### config.mk
export PLATFORM = sky130hd
export DESIGN_NAME = inverse_quantization_unit
export DESIGN_NICKNAME = d
export VERILOG_FILES = /design/src/rtl/rdoq_pkg.sv /design/src/rtl/iq_round_shift_clip.sv /design/src/rtl/inverse_quantization_unit.sv
export SDC_FILE = /design/constraint.sdc
export NUM_CORES = 1
export LEC_CHECK = 0
export ABC_CLOCK_PERIOD_IN_PS = 16450
export CAP_MARGIN = 10
export CORE_MARGIN = 2
export CORE_UTILIZATION = 47
export CTS_BUF_LIST = sky130_fd_sc_hd__clkbuf_2 sky130_fd_sc_hd__clkbuf_4 sky130_fd_sc_hd__clkbuf_8
export CTS_CLUSTER_SIZE = 28
export DETAILED_ROUTE_END_ITERATION = 16
export PLACE_DENSITY = 0.74
export SYNTH_ARGS = -nofsm -noshare
export SYNTH_HDL_FRONTEND = slang
export SYNTH_SLANG_ARGS = --single-unit
### constraint.sdc
create_clock -name clk -period 16.45 [get_ports clk]
set_input_delay 2.4675 -clock clk [delete_from_list [all_inputs] [get_ports clk]]
set_output_delay 2.4675 -clock clk [all_outputs]
set_load 0.005 [all_outputs]
### src/rtl/rdoq_pkg.sv
// Shared widths and coefficient range for the RDOQ / dequantization datapath.
// Coefficients are 16-bit signed; shifts are 6-bit signed (right 1..31, left 0..15).
package rdoq_pkg;

    localparam int IQ_LEVEL_W      = 16;
    localparam int IQ_COEF_W       = 16;
    localparam int IQ_CNT_W        = 16;
    localparam int SHIFT_W         = 6;

    localparam int COEFF_MIN       = -32768;
    localparam int COEFF_MAX       = 32767;
    localparam int MAX_LEFT_SHIFT  = 15;
    localparam int MAX_RIGHT_SHIFT = 31;

endpackage

### src/rtl/iq_round_shift_clip.sv
// Combinational final dequant stage: rounded right shift or left shift of |level|*scale, then clip and sign.
// Zero latency; no flow control (the enclosing pipeline holds inputs while stalled).
module iq_round_shift_clip
    import rdoq_pkg::*;
#(
    parameter int LEVEL_W = IQ_LEVEL_W,
    parameter int COEF_W  = IQ_COEF_W
) (
    input  logic [LEVEL_W+COEF_W-1:0] prod_i,
    input  logic signed [SHIFT_W-1:0] shift_i,
    input  logic                      sign_i,
    output logic signed [LEVEL_W-1:0] coef_o,
    output logic                      sat_o
);

    localparam int PROD_W = LEVEL_W + COEF_W;
    localparam int WIDE_W = PROD_W + MAX_LEFT_SHIFT + 1;
    localparam int RSH_W  = $clog2(MAX_RIGHT_SHIFT + 1);

    localparam logic [PROD_W:0]   RND_ONE = 1;
    localparam logic [WIDE_W-1:0] POS_LIM = WIDE_W'(COEFF_MAX);
    localparam logic [WIDE_W-1:0] NEG_LIM = WIDE_W'(-COEFF_MIN);

    logic [RSH_W-1:0]   rsh;
    logic [SHIFT_W-1:0] lsh;
    logic [PROD_W:0]    rnd;
    logic [PROD_W:0]    sum;
    logic [WIDE_W-1:0]  r;
    logic [WIDE_W-1:0]  lim;
    logic [LEVEL_W-1:0] mag;

    always_comb begin
        rsh = shift_i[RSH_W-1:0];
        lsh = -shift_i;
        rnd = '0;
        sum = '0;
        if (shift_i > 0) begin
            // Rounding adds half an LSB of the result before truncation.
            rnd = RND_ONE << (rsh - RSH_W'(1));
            sum = {1'b0, prod_i} + rnd;
            r   = WIDE_W'(sum >> rsh);
        end else begin
            r   = WIDE_W'(prod_i) << lsh;
        end
        lim    = sign_i ? NEG_LIM : POS_LIM;
        sat_o  = (r > lim);
        mag    = sat_o ? lim[LEVEL_W-1:0] : r[LEVEL_W-1:0];
        coef_o = sign_i ? -mag : mag;
    end

endmodule

### src/rtl/inverse_quantization_unit.sv
// HEVC coefficient dequantization with per-block clip counting; 3 enabled cycles input to output, 1 beat/cycle.
// Backpressure: single global stall enable, in_ready = !out_valid | out_ready; every stage holds while stalled.
module inverse_quantization_unit
    import rdoq_pkg::*;
#(
    parameter int LEVEL_W = IQ_LEVEL_W,
    parameter int COEF_W  = IQ_COEF_W,
    parameter int CNT_W   = IQ_CNT_W
) (
    input  logic                      clk,
    input  logic                      rst,
    input  logic                      in_valid,
    output logic                      in_ready,
    input  logic signed [LEVEL_W-1:0] level,
    input  logic [COEF_W-1:0]         dequantCoeff,
    input  logic signed [SHIFT_W-1:0] iShift,
    input  logic                      in_last,
    output logic                      out_valid,
    input  logic                      out_ready,
    output logic signed [LEVEL_W-1:0] coeffRecon,
    output logic                      out_sat,
    output logic                      out_last,
    output logic [CNT_W-1:0]          blkSatCount
);

    localparam int PROD_W = LEVEL_W + COEF_W;

    logic                      s1_vld_q;
    logic                      s1_sign_q;
    logic [LEVEL_W-1:0]        s1_mag_q;
    logic [COEF_W-1:0]         s1_coef_q;
    logic signed [SHIFT_W-1:0] s1_shift_q;
    logic                      s1_last_q;

    logic                      s2_vld_q;
    logic                      s2_sign_q;
    logic [PROD_W-1:0]         s2_prod_q;
    logic signed [SHIFT_W-1:0] s2_shift_q;
    logic                      s2_last_q;

    logic                      out_vld_q;
    logic signed [LEVEL_W-1:0] coef_q;
    logic                      sat_q;
    logic                      last_q;
    logic [CNT_W-1:0]          cnt_q;
    logic [CNT_W-1:0]          cnt_d;

    logic                      en;
    logic                      xfer;
    logic [LEVEL_W-1:0]        mag_in;
    logic [CNT_W-1:0]          blk_sum;
    logic signed [LEVEL_W-1:0] s3_coef;
    logic                      s3_sat;

    assign en       = !out_vld_q || out_ready;
    assign in_ready = en;
    assign xfer     = out_vld_q && out_ready;

    // Magnitude is unsigned so the most negative level maps to 2^(LEVEL_W-1).
    assign mag_in = level[LEVEL_W-1] ? (LEVEL_W'(~level) + LEVEL_W'(1)) : LEVEL_W'(level);

    iq_round_shift_clip #(
        .LEVEL_W (LEVEL_W),
        .COEF_W  (COEF_W)
    ) u_rsc (
        .prod_i  (s2_prod_q),
        .shift_i (s2_shift_q),
        .sign_i  (s2_sign_q),
        .coef_o  (s3_coef),
        .sat_o   (s3_sat)
    );

    always_comb begin
        blk_sum = (&cnt_q) ? cnt_q : (cnt_q + CNT_W'(sat_q));
        cnt_d   = cnt_q;
        if (xfer) begin
            cnt_d = last_q ? '0 : blk_sum;
        end
    end

    always_ff @(posedge clk) begin
        if (rst) begin
            s1_vld_q   <= 1'b0;
            s1_sign_q  <= 1'b0;
            s1_mag_q   <= '0;
            s1_coef_q  <= '0;
            s1_shift_q <= '0;
            s1_last_q  <= 1'b0;
            s2_vld_q   <= 1'b0;
            s2_sign_q  <= 1'b0;
            s2_prod_q  <= '0;
            s2_shift_q <= '0;
            s2_last_q  <= 1'b0;
            out_vld_q  <= 1'b0;
            coef_q     <= '0;
            sat_q      <= 1'b0;
            last_q     <= 1'b0;
            cnt_q      <= '0;
        end else begin
            cnt_q <= cnt_d;
            if (en) begin
                s1_vld_q   <= in_valid;
                s1_sign_q  <= level[LEVEL_W-1];
                s1_mag_q   <= mag_in;
                s1_coef_q  <= dequantCoeff;
                s1_shift_q <= iShift;
                s1_last_q  <= in_last;

                s2_vld_q   <= s1_vld_q;
                s2_sign_q  <= s1_sign_q;
                s2_prod_q  <= PROD_W'(s1_mag_q) * PROD_W'(s1_coef_q);
                s2_shift_q <= s1_shift_q;
                s2_last_q  <= s1_last_q;

                out_vld_q  <= s2_vld_q;
                coef_q     <= s3_coef;
                sat_q      <= s3_sat;
                last_q     <= s2_last_q;
            end
        end
    end

    assign out_valid   = out_vld_q;
    assign coeffRecon  = coef_q;
    assign out_sat     = sat_q;
    assign out_last    = last_q;
    assign blkSatCount = blk_sum;

endmodule

==> flow_metrics.tcl, run 1 <==
set metrics [dict create \
    coreArea_um2 42890 \
    period_needed_ns 10.00 \
    dp_hpwl_mm 47.41 \
    grt_max_degree 78 \
    die_area_um2 44940 \
    synthArstFlopShare_pct 0 \
    rsz0062_at_grt "no" \
    path_max_fanout 38 \
    root_buffer "clkbuf_8" \
    hold_path_class "flop to flop" \
    fin_util_pct 50.67 \
    max-cap-violations 0 \
    max_stage_delay_ns 0.44 \
    r2r-end "coeffRecon[14]$_SDFFE_PP0P_" \
    clockBufferDepth 2 \
    fp.dieW_um 212.0 \
    wire_per_inst_um 19.07 \
    io_buffers 78 \
    tritoncts "built" \
    drc 0 \
    synth-edff-count 0 \
    die_y_um 212.0 \
    peakVddDrop_v 0.00004621 \
    grt.total_usage_pct 27.48 \
    setup_viol 0 \
    first_pass_iters 6 \
    cp.required_ns 16.86 \
    final_layout_size_suffix_gt1_share_pct 5.678 \
    cts_buffers 17 \
    cts_resized 0 \
    multi_input_area_um2 16390 \
    htree_levels 4 \
    r2r_start "s2_shift_q[1]$_SDFFE_PP0P_" \
    power.density_nw_per_um2 77.79 \
    synth_cell_types 112 \
    netlist_area_um2 20330 \
    dpl_cell_area_um2 21350 \
    slew_violations 0 \
    design_area_um2 21730 \
    cts_setup_buffers 0 \
    worst-r2r-setup-slack_ns 6.45 \
    max_freq_mhz 99.99 \
    clock-sinks 117 \
    holdWs_ns 0.4595 \
    clk_pin_slew_worst_paths_ns 0.10 \
    fin_nets 2975 \
    antenna_found_initial 0 \
    worst_pin_slew_ns 0.9095 \
    gp_congestion 0.9566 \
    grt_pass1_vias 18990 \
    antenna_left 0 \
    power_mw 1.690 \
    post-synth-top-area-fraction_pct 19.20 \
    whs_endpoint "coeffRecon[1]$_SDFFE_PP0P_" \
    diodes 0 \
    num_vias 18860 \
    grt_pass1_wl_mm 99.57 \
    final_hold_viol_count 0 \
    drt_iter0_markers 1595 \
    io_pins 79 \
    yosysTopAreaCell "fa_1" \
    rr_worst_depth 37 \
    synth_area_leaders "fa_1, dfxtp_1, ha_1, nand2_1, a21oi_1" \
    yosys_warnings 0 \
    insertion_delay_ns 0.47 \
    critPathSlowestCell "and2_1" \
    overflow 0 \
    hold_buffers 0 \
    yosys_most_used_dff "dfxtp_1" \
    drt_wl_total_mm 60.53 \
    setup_tns_ns 0 \
    max-slew-margin-rel_pct 39.00 \
    path_class "flop to flop" \
    via_per_inst 5.941 \
    cp-end-kind "flop" \
    fin_worst_skew_ns 0.02369 \
    crit_arrival_ns 10.41 \
    start_util_pct 47.41 \
    row_count 76 \
    cp-start-kind "flop" \
    finalCritPeriodShare_pct 60.80 \
    synth_cells 2622 \
    nFillCells 4122 \
    power.leakage_nw 9.810 \
    syn_avg_cell_area_um2 7.755 \
    synth-seq-cells 117 \
    seq_area_um2 2344 \
    min_from "coeffRecon[1]$_SDFFE_PP0P_" \
    status "complete, no violations" \
    timing.critical_path.mode_cell "ha_1" \
    seq_area_frac_synth_pct 11.52 \
    areaGrowthSynthToFinish_pct 6.867 \
    syn_nets 3021 \
    min_delay_path_depth 2 \
]
==> sequential cells by signal, indices dropped and copies added (netlist names) <==
| register | count |
|---|---|
| s2_prod_q | 32 |
| cnt_q | 16 |
| coeffRecon | 16 |
| s1_coef_q | 16 |
| s1_mag_q | 16 |
| s1_shift_q | 6 |
| s2_shift_q | 6 |
| out_last | 1 |
| out_sat | 1 |
| out_valid | 1 |
| s1_last_q | 1 |
| s1_sign_q | 1 |
| s1_vld_q | 1 |
| s2_last_q | 1 |
| s2_sign_q | 1 |
| s2_vld_q | 1 |
==> cells in the mapped netlist (all sizes together) (8+ instances only) <==
master     n
o21ai     90
dfxtp    117
o2111ai    8
and2     124
nand2b    15
nand3     35
o31ai     11
a211o      9
fa       195
mux2      22
a21oi    203
a211oi    39
a21o      34
ha       161
inv      247
xnor2     55
o21a      26
buf       36
o221ai     8
and3      18
clkbuf   129
nand4     31
nand2    442
a22oi     16
nor2     171
a31oi     24
o211ai    18
nor4       8
xor2      36
mux2i     62
mux4      13
nor2b     16
nor3      44
or3       17
==> layer usage <==
metal	up-vias	track usage, %	wire, um
met3	120	2.895	3542
met2	673	47.21	28990
met5	-	0	0
li1	8860	-	-
met4	0	8.936	1640
met1	9203	36.21	26350
==> layout by cell type (no fill, tap or decap), types with 9 or more instances in the layout <==
cell and count:
nand3_1 35, or3_1 14, ha_1 161, a21oi_1 196
buf_4 23, o211ai_1 14, inv_1 244, o21a_1 26
nand2_1 441, a211oi_1 35, a31oi_1 24, nor3_1 43
dfxtp_1 116, nor2_1 171, a21o_1 32, nor2b_1 14
nand4_1 31, fa_1 195, clkbuf_8 17, o21ai_1 11
clkdlybuf4s50_1 77, o31ai_1 9, mux2_2 21, a211o_1 9
mux4_2 13, and2_1 124, nand2b_1 15, xnor2_1 55
xor2_1 36, a22oi_1 15, o21ai_0 76, and3_1 17
mux2i_1 62
==> kinds of logic (layout without fill, tap and decap cells) <==
logic type / count (synthesis) / in the layout / share of synthesized area [%]
compound gates: 591 / 591 / 19.85
mux: 97 / 97 / 5.729
simple gates: 955 / 955 / 21.95
flops: 117 / 117 / 11.52
buf+inv: 415 / 382 / 7.926
xor+xnor: 91 / 91 / 3.920
fa+ha+maj: 356 / 356 / 29.11
==> power breakdown <==
part,switching (mW),leakage [nW],internal [mW]
clock,0.146,0.192,0.126
sequential,0.0811,0.967,0.320
combinational,0.601,8.65,0.418
total,0.828,9.81,0.863
==> worst max path at each step <==
stage | from | endpoint | slack (ns)
final | s2_shift_q[1]$_SDFFE_PP0P_ | coeffRecon[14]$_SDFFE_PP0P_ | 6.45
after global routing | s2_shift_q[1]$_SDFFE_PP0P_ | coeffRecon[14]$_SDFFE_PP0P_ | 5.57
after CTS | s2_shift_q[1]$_SDFFE_PP0P_ | coeffRecon[14]$_SDFFE_PP0P_ | 6.72
after detailed placement | s2_shift_q[1]$_SDFFE_PP0P_ | coeffRecon[14]$_SDFFE_PP0P_ | 6.77
after global placement | s2_shift_q[1]$_SDFFE_PP0P_ | coeffRecon[14]$_SDFFE_PP0P_ | 7.02
after floorplan | s2_shift_q[0]$_SDFFE_PP0P_ | coeffRecon[14]$_SDFFE_PP0P_ | 7.23
==> final cells by class <==
| cell class | instances | area share (%) |
|---|---|---|
| sequential | 117 | 10.78 |
| clock buffer | 18 | 1.111 |
| multi-input combinational | 2090 | 75.41 |
| inverter | 250 | 4.324 |
| timing repair buffer | 100 | 4.342 |
| tap | 585 | 3.368 |
| clock inverter | 14 | 0.6564 |
==> per-stage QoR <==
| stage | instances | setup WS, ns |
|---|---|---|
| CTS | 3174 | 6.718 |
| floorplan | 2622 | 7.232 |
| detailed placement | 3142 | 6.772 |
| global placement | 3142 | 7.017 |
| global route | 3174 | 5.568 |
| finish | 3174 | 6.449 |
==> worst max-delay path, delay by kind of cell (launching register included) <==
kind,cells,cell delay [ns]
and+or+nand+nor,7,1.79
xor gates and xnor gates,2,0.63
buffers and inverters,6,1.31
adders and majority gates,5,1.50
DFF,1,0.32
AOI/OAI and AO/OA,17,4.36
Power figures use the tool's default switching activity.
==> inputs of run 2 (changes only) <==
--- a/config.mk
+++ b/config.mk
@@ -5,7 +5,7 @@
 export SDC_FILE = /design/constraint.sdc
 export NUM_CORES = 1
 export LEC_CHECK = 0
-export ABC_CLOCK_PERIOD_IN_PS = 16450
+export ABC_CLOCK_PERIOD_IN_PS = 9400
 export CAP_MARGIN = 10
 export CORE_MARGIN = 2
 export CORE_UTILIZATION = 47
==> constraint.sdc (replaced) <==
create_clock -name clk -period 9.4 [get_ports clk]
set_input_delay 1.41 -clock clk [delete_from_list [all_inputs] [get_ports clk]]
set_output_delay 1.41 -clock clk [all_outputs]
set_load 0.005 [all_outputs]
==> flow_metrics.tcl, run 2 (synthesized netlist as in run 1, its figures left out) <==
set metrics [dict create \
    critPathSlowestCell "a2111oi_4" \
    clockBufferDepth 2 \
    setup_viol 0 \
    row_count 76 \
    final_cell_mix "nand2_1, inv_1, a21oi_1" \
    timing.critical_path.mode_cell "nor2_1" \
    cts_buffers 17 \
    setup_tns_ns 0 \
    fin_util_pct 51.20 \
    overflow 0 \
    die_y_um 212.0 \
    max-slew-margin-rel_pct 18.66 \
    power.density_nw_per_um2 138.0 \
    clk_pin_slew_worst_paths_ns 0.09 \
    die_area_um2 44940 \
    wire_per_inst_um 19.38 \
    path_max_fanout 26 \
    hold_path_class "flop to flop" \
    tritoncts "built" \
    io_buffers 78 \
    final_layout_size_suffix_gt1_share_pct 6.743 \
    max-cap-violations 0 \
    path_class "flop to flop" \
    period_needed_ns 8.697 \
    dp_hpwl_mm 48.55 \
    gp_congestion 0.9951 \
    via_per_inst 6.002 \
    stdcell_count 3196 \
    max_freq_mhz 115.0 \
    place_inst 3163 \
    areaGrowthSynthToFinish_pct 7.994 \
    status "complete, no violations" \
    grt_pass1_vias 19220 \
    root_buffer "clkbuf_8" \
    worst_pin_slew_ns 1.220 \
    grt.total_usage_pct 28.06 \
    antenna_left 0 \
    io_pins 79 \
    htree_levels 4 \
    final_hold_viol_count 0 \
    crit_family "compound AO/OA/AOI/OAI gates" \
    grt_pass1_wl_mm 101.0 \
    first_pass_iters 6 \
    cp.required_ns 9.76 \
    insertion_delay_ns 0.48 \
    fp.dieW_um 212.0 \
    slew_violations 0 \
    worst-path-buf-inv 3 \
    cp-start-kind "flop" \
    cp-end-kind "flop" \
    start_util_pct 47.41 \
    drt_iter0_markers 1578 \
    finalCritPeriodShare_pct 92.52 \
    cts_setup_buffers 0 \
    mostFrequentLayoutCell "nand2_1" \
    clock-sinks 117 \
    fin_nets 2996 \
    antenna_found_initial 1 \
    num_vias 19180 \
    grt_max_degree 100 \
    peakVddDrop_v 0.0001078 \
    max_stage_delay_ns 0.53 \
    rsz0062_at_grt "no" \
    regMostFlops "s2_prod_q" \
    coreArea_um2 42890 \
    drt_wl_total_mm 61.94 \
    crit_arrival_ns 9.06 \
    largest_reg_flops 32 \
    fin_worst_skew_ns 0.01878 \
    drc 0 \
    power.leakage_nw 9.943 \
]
## run 2: cell types whose count changed in the layout (fill, tap and decap cells not counted), moves of 2 or more
cell    previous run  this run
nor3_2             1         3
buf_4             23        44
inv_6              5         7
nor3_1            43        41
## run 2: final timing paths
kind                              start                          to  slack [ns]  depth (start not counted)
max          s2_shift_q[1]$_SDFFE_PP0P_  coeffRecon[2]$_SDFFE_PP0P_        0.70                         35
min              s2_last_q$_SDFFE_PP0P_      s2_last_q$_SDFFE_PP0P_        0.45                          2
max reg2reg  s2_shift_q[1]$_SDFFE_PP0P_  coeffRecon[2]$_SDFFE_PP0P_        0.70                         35
min reg2reg      s2_last_q$_SDFFE_PP0P_      s2_last_q$_SDFFE_PP0P_        0.45                          2
## run 2: routing by layer
layer	track usage [%]	part of all wire, %
met1	35.59	43
met2	48.30	48
met3	3.722	5.6
met4	11.24	3.4
met5	0	0.019
## run 2: tightest hold or removal path, cell delays in order (launching register included)
cell	delay (ns)
dfxtp_1	0.32
nand2_1	0.05
a21oi_1	0.05
## run 2: stage by stage
stage          hold slack [ns]  setup slack (ns)  total power, mW  instance area (um2)
2_1_floorplan           0.4321            0.1824            1.981                20330
3_3_place_gp            0.4414            0.6897            2.473                21500
3_5_place_dp            0.4452            0.4083            2.502                21500
4_1_cts                 0.4580            0.3571            3.017                21920
5_1_grt                 0.4704           0.07957            3.260                21960
6_report                0.4541            0.7027            3.030                21960
## run 2: layout make-up
class	count	area, um2
clock inverters	14	165.2
clock buffers	18	247.7
multi-input cells	2090	16430
flip-flops and latches	117	2345
diodes	1	2.502
well taps	585	732.0
fillers	4107	20930
inverters	250	939.7
repair buffers	121	1101
## run 2: repair_timing
action / in CTS / in global routing
setup endpoints to repair: 0 / 7
hold buffers: 0 / 0
resized for setup: 0 / 9
## run 2: power breakdown
part / internal, mW / switching [mW] / leakage, nW
Clock: 0.250 / 0.248 / 0.204
Combinational: 0.756 / 1.08 / 8.77
Sequential: 0.560 / 0.136 / 0.968
Total: 1.57 / 1.46 / 9.94
